$ cat src/rtl/dff_arb_pkg.sv
// Shared definitions for the flip-flop bank arbiter.
//   Opcode constants applied by the winning requester to the register bank,
//   and the two-state sequencer encoding.
package dff_arb_pkg;

  localparam logic [1:0] OP_LOAD  = 2'b00;
  localparam logic [1:0] OP_SET   = 2'b01;
  localparam logic [1:0] OP_CLEAR = 2'b10;
  localparam logic [1:0] OP_HOLD  = 2'b11;

  typedef enum logic {
    IDLE   = 1'b0,
    LOCKED = 1'b1
  } state_t;

endpackage

$ cat src/rtl/dff_bank_arbiter_rr_picker.sv
// Combinational round-robin selector.
//   req   : per-requester request vector
//   ptr   : index where the search starts (searches upward, wraps N-1 -> 0)
//   valid : at least one request is present
//   idx   : index of the first requester found from ptr
module rr_picker #(
  parameter int N  = 4,
  parameter int IW = (N > 1) ? $clog2(N) : 1
) (
  input  logic [N-1:0]  req,
  input  logic [IW-1:0] ptr,
  output logic          valid,
  output logic [IW-1:0] idx
);

  always_comb begin
    int          j;
    logic [IW-1:0] jj;
    valid = 1'b0;
    idx   = '0;
    // Walk from the farthest candidate back to ptr so the closest one wins.
    for (int k = N - 1; k >= 0; k--) begin
      j  = (int'(ptr) + k) % N;
      jj = IW'(j);
      if (req[jj]) begin
        valid = 1'b1;
        idx   = jj;
      end
    end
  end

endmodule

$ cat src/rtl/dff_bank_arbiter.sv
// Round-robin arbiter/sequencer owning the D, set and reset controls of a
// shared W-bit flip-flop bank.
//   clk, reset   : rising-edge clock, asynchronous active-high reset
//   req/lock     : per-requester command request and bank-lock request
//   op/data      : per-requester opcode (2 bits each) and load data (W each)
//   q            : register bank contents
//   grant        : one-hot owner of the bank, zero when idle
//   ack          : one-cycle pulse, command of requester i executed
//   busy         : bank is locked by an owner
//   lock_expired : one-cycle pulse when a lock is forcibly released
//
// state  | meaning
// IDLE   | arbitrate every cycle among all requesters from ptr
// LOCKED | only the owner is served; bounded by MAX_LOCK commands
module dff_bank_arbiter
  import dff_arb_pkg::*;
#(
  parameter int           W         = 8,
  parameter int           N         = 4,
  parameter int           MAX_LOCK  = 4,
  parameter logic [W-1:0] RESET_VAL = '0
) (
  input  logic           clk,
  input  logic           reset,
  input  logic [N-1:0]   req,
  input  logic [N-1:0]   lock,
  input  logic [2*N-1:0] op,
  input  logic [W*N-1:0] data,
  output logic [W-1:0]   q,
  output logic [N-1:0]   grant,
  output logic [N-1:0]   ack,
  output logic           busy,
  output logic           lock_expired
);

  localparam int IW = (N > 1) ? $clog2(N) : 1;
  localparam int LW = $clog2(MAX_LOCK + 1);

  state_t        state_q, state_d;
  logic [W-1:0]  q_q, q_d;
  logic [N-1:0]  grant_q, grant_d;
  logic [N-1:0]  ack_q, ack_d;
  logic          lock_expired_q, lock_expired_d;
  logic [IW-1:0] ptr_q, ptr_d;
  logic [IW-1:0] owner_q, owner_d;
  logic [LW-1:0] left_q, left_d;

  logic          pick_valid;
  logic [IW-1:0] pick_idx;
  logic          exec;
  logic [IW-1:0] sel;
  logic [1:0]    sel_op;
  logic [W-1:0]  sel_data;

  rr_picker #(.N(N), .IW(IW)) u_picker (
    .req   (req),
    .ptr   (ptr_q),
    .valid (pick_valid),
    .idx   (pick_idx)
  );

  always_comb begin
    sel_op   = OP_HOLD;
    sel_data = '0;
    for (int i = 0; i < N; i++) begin
      if (IW'(i) == sel) begin
        sel_op   = op[2*i +: 2];
        sel_data = data[W*i +: W];
      end
    end
  end

  always_comb begin
    state_d        = state_q;
    q_d            = q_q;
    grant_d        = grant_q;
    ack_d          = '0;
    lock_expired_d = 1'b0;
    ptr_d          = ptr_q;
    owner_d        = owner_q;
    left_d         = left_q;
    exec           = 1'b0;
    sel            = owner_q;

    unique case (state_q)
      IDLE: begin
        grant_d = '0;
        if (pick_valid) begin
          exec    = 1'b1;
          sel     = pick_idx;
          owner_d = pick_idx;
          grant_d = N'(1) << pick_idx;
          ptr_d   = (pick_idx == IW'(N - 1)) ? '0 : pick_idx + IW'(1);
          if (lock[pick_idx]) begin
            // left counts the commands still allowed after this one.
            if (MAX_LOCK > 1) begin
              state_d = LOCKED;
              left_d  = LW'(MAX_LOCK - 1);
            end else begin
              lock_expired_d = 1'b1;
              grant_d        = '0;
            end
          end
        end
      end
      LOCKED: begin
        exec = req[owner_q];
        if (!req[owner_q] || !lock[owner_q]) begin
          state_d = IDLE;
          grant_d = '0;
        end else if (left_q == LW'(1)) begin
          state_d        = IDLE;
          grant_d        = '0;
          lock_expired_d = 1'b1;
        end else begin
          left_d = left_q - LW'(1);
        end
      end
      default: state_d = IDLE;
    endcase

    if (exec) begin
      ack_d = N'(1) << sel;
      unique case (sel_op)
        OP_LOAD:  q_d = sel_data;
        OP_SET:   q_d = '1;
        OP_CLEAR: q_d = '0;
        default:  q_d = q_q;
      endcase
    end
  end

  always_ff @(posedge clk or posedge reset) begin
    if (reset) begin
      state_q        <= IDLE;
      q_q            <= RESET_VAL;
      grant_q        <= '0;
      ack_q          <= '0;
      lock_expired_q <= 1'b0;
      ptr_q          <= '0;
      owner_q        <= '0;
      left_q         <= '0;
    end else begin
      state_q        <= state_d;
      q_q            <= q_d;
      grant_q        <= grant_d;
      ack_q          <= ack_d;
      lock_expired_q <= lock_expired_d;
      ptr_q          <= ptr_d;
      owner_q        <= owner_d;
      left_q         <= left_d;
    end
  end

  assign q            = q_q;
  assign grant        = grant_q;
  assign ack          = ack_q;
  assign busy         = (state_q == LOCKED);
  assign lock_expired = lock_expired_q;

endmodule

$ cat config.mk
export PLATFORM = sky130hd
export DESIGN_NAME = dff_bank_arbiter
export DESIGN_NICKNAME = d
export VERILOG_FILES = /design/src/rtl/dff_arb_pkg.sv /design/src/rtl/dff_bank_arbiter_rr_picker.sv /design/src/rtl/dff_bank_arbiter.sv
export SDC_FILE = /design/constraint.sdc
export NUM_CORES = 1
export LEC_CHECK = 0
export CORE_AREA = 3 3 81 60
export CTS_CLUSTER_SIZE = 40
export DETAILED_ROUTE_END_ITERATION = 8
export DIE_AREA = 0 0 84 63
export MAX_ROUTING_LAYER = met4
export PLACE_DENSITY_LB_ADDON = 0.25
export SLEW_MARGIN = 10
export SYNTH_ARGS = -nofsm -noshare
export SYNTH_HDL_FRONTEND = slang
export SYNTH_SLANG_ARGS = --single-unit
$ cat constraint.sdc
create_clock -name clk -period 5.28 [get_ports clk]
set_input_delay 1.056 -clock clk [delete_from_list [all_inputs] [get_ports clk]]
set_output_delay 1.056 -clock clk [all_outputs]
set_load 0.01 [all_outputs]
==> impl_metrics.yaml <==
power_and_ir_drop:
  p_total_mw: 1.34
  p_per_area_mw_per_mm2: 575
  ir_drop_mv: 0.295
  p_leak_nw: 1.00
status:
  outcome: "finished clean"
floorplanning:
  coreArea_sq_mm: 0.00423
  die_y_microns: 63
  dieArea_sq_mm: 0.00529
  initial_core_util_pct: 37.2
  die-width_microns: 84
  row_count: 20
  io_pins: 68
yosys:
  synthTopCellsByCount: "25 x dfrtp_1, 22 x nand2_1, 15 x mux2i_1"
  synth_nets: 222
  yosysUniqueCellTypes: 37
  synth_seq_cells: 25
  ys_warn_count: 0
  synth_top_cell_by_area: "dfrtp_1"
  yosysMostFrequentCell: "dfrtp_1"
  synth_edf_count: 0
  synth_area_leaders: "dfrtp_1 40%, mux2i_1 9.5%, ha_1 6.4%, nand2_1 5.3%, a221oi_1 5.0%"
  synth.avg_cell_area_sq_um: 9.59
  synth_top_cell_area_share_pct: 39.8
  netlist_area_sq_mm: 0.00157
  yosysSeqAreaShare_pct: 39.8
  asyncSetResetFlopFracSynth_pct: 100
  syn_inst: 164
  synth_top_flop_cell: "dfrtp_1"
cells_and_area:
  fill_cells: 379
  fin_area_sq_mm: 0.00233
  layout.nets: 288
  finalNonFillerCells: 284
  n_antenna_cell: 0
  drive_above_1_share_pct: 5.68
  regArea_sq_um: 626
  syn_to_final_growth_pct: 48.4
  final_util_pct: 55.2
  multi_input_area_sq_um: 867
cts:
  htreeDepth: 1
  clk_pin_slew_ps: 90
  cts.repair.resized: 0
  tritoncts: "built"
  cts_buffers: 3
  clockRootBuffer: "clkbuf_8"
  insertion_delay_ps: 280
  numClockSinks: 25
  cts-hold-fix-buffers: 0
  clockBufferDepth: 2
  postCtsSetupBuffers: 0
critical_path:
  max_stage_delay_ps: 510
  crit_type: "in -> reg"
  r2r_slack_ps: 2000
  crit_slowest_cell: "clkdlybuf4s50_1"
  timing.rr.end: "q[3]$_DFFE_PP0P_"
  cp.required_ps: 5450
  reg2reg_depth: 9
  path_cells: "clkdlybuf4s50_1, nor4_1, or2_1, o31a_1, inv_2, a211oi_1, a21oi_1, ha_1, a211o_1, o22a_1"
  crit_fanout: 20
  rr_startpoint: "busy$_DFF_PP0_"
  endpoint_kind: "register"
  startpoint: "req[3]"
  critPathLaunchType: "input port"
  cp.arrival_ps: 4480
place:
  io_buffers: 67
  place_ws_ps: 694
  dp_hpwl_microns: 3470
  place_congestion: 0.874
  place_area_sq_mm: 0.00228
  placed_cells: 280
timing:
  final-hold-violation-count: 0
  clock_skew_ps: 6.23
  max_freq_mhz: 232
  rsz0062_at_grt: "false"
  max_slew_margin_pct: 36.8
  hold_ws_ps: 507
  worst_slack_ps: 972
  fin_crit_sh_pct: 81.6
  setup-tns-final_ps: 0
  tightest_slew_ps: 946
  finalSetupViolCount: 0
  maxSlewViolCount: 0
  fin_crit_ps: 4310
hold_path:
  worstHoldStart: "grant[2]$_DFFE_PP0P_"
  whs_endpoint: "grant[2]$_DFFE_PP0P_"
  min_path_cells: 1
  min-delay-path-class: "reg -> reg"
drt:
  firstDrtPassIters: 4
  wl_per_cell_microns: 15.1
  vias: 1486
  drt_iter0_drc: 62
  drtAntennaViolNets: 0
  finalWirelength_microns: 4300
  vias_per_cell: 5.23
  drcViolationCount: 0
grt:
  grt_overflow: 0
  grt_pass1_wl_microns: 7420
  grt_pass1_vias: 1486
  grt_max_degree: 26
  antenna_found_initial: 0
  grt_use_total_pct: 17.7
job:
  maxCapViolCount: 0
layout by cell type (no fill, tap or decap), types with 2 or more instances in the layout:
cell | Yosys | routed
clkdlybuf4s50_1 | 0 | 67
dfrtp_1 | 25 | 25
nand2_1 | 22 | 22
mux2i_1 | 15 | 15
a21oi_1 | 12 | 12
inv_1 | 9 | 9
nor2_1 | 9 | 9
a221oi_1 | 9 | 9
o22a_1 | 8 | 8
ha_1 | 8 | 8
nor2b_1 | 4 | 4
o21ai_0 | 4 | 4
a22o_1 | 4 | 4
nor3_1 | 4 | 4
clkbuf_8 | 0 | 3
a211oi_1 | 2 | 2
mux2_2 | 2 | 2
buf_4 | 2 | 2
routing by layer:
layer	vias to the layer above	GRT usage [%]	routed length, microns	share of wire (%)
li1	732	-	-	-
met1	714	26.3	2180	51
met2	38	25.3	1890	44
met3	2	3.82	209	4.9
met4	0	2.41	18	0.42
met5	-	-	0	0
flip-flops by register name, indices dropped and copies added (netlist names):
name,flops
q,8
ack,4
grant,4
left_q,3
owner_q,2
ptr_q,2
busy,1
lock_expired,1
kinds of logic (layout without fill, tap and decap cells):
group / after synthesis / in the layout / share of synthesized area (%)
adder cells (fa/ha/maj): 8 / 8 / 6.36
multiplexers: 18 / 18 / 12.4
XOR/XNOR: 2 / 2 / 1.11
AO/OA/AOI/OAI: 48 / 48 / 22.7
buffers and inverters: 18 / 83 / 5.09
flip-flops: 25 / 25 / 39.8
AND/OR/NAND/NOR: 45 / 45 / 12.6
worst max-delay path, delay by kind of cell:
kind | cells | cell delay, ps
AOI/OAI and AO/OA | 5 | 1450
buffers and inverters | 2 | 800
and+or+nand+nor | 2 | 720
adders and majority gates | 1 | 460
power by group:
part	internal, mW	switching, mW
Clock	0.0538	0.0678
Combinational	0.429	0.451
Sequential	0.280	0.0606
area by class of cell:
class / instances / area share [%]
clock buffer: 3 / 1.77
tap: 55 / 2.95
sequential: 25 / 26.8
clock inverter: 1 / 0.322
timing repair buffer: 69 / 29.4
inverter: 10 / 1.61
multi-input combinational: 121 / 37.2
worst max-delay path by stage:
| stage | end | slack, ps | depth (start not counted) |
|---|---|---|---|
| 2_1_floorplan | q[0]$_DFFE_PP0P_ | 1580 | 12 |
| 3_3_place_gp | q[5]$_DFFE_PP0P_ | 760 | 10 |
| 3_5_place_dp | q[0]$_DFFE_PP0P_ | 690 | 10 |
| 4_1_cts | q[0]$_DFFE_PP0P_ | 990 | 10 |
| 5_1_grt | q[7]$_DFFE_PP0P_ | 680 | 10 |
| 6_report | q[3]$_DFFE_PP0P_ | 970 | 10 |
Power figures use the tool's default switching activity.
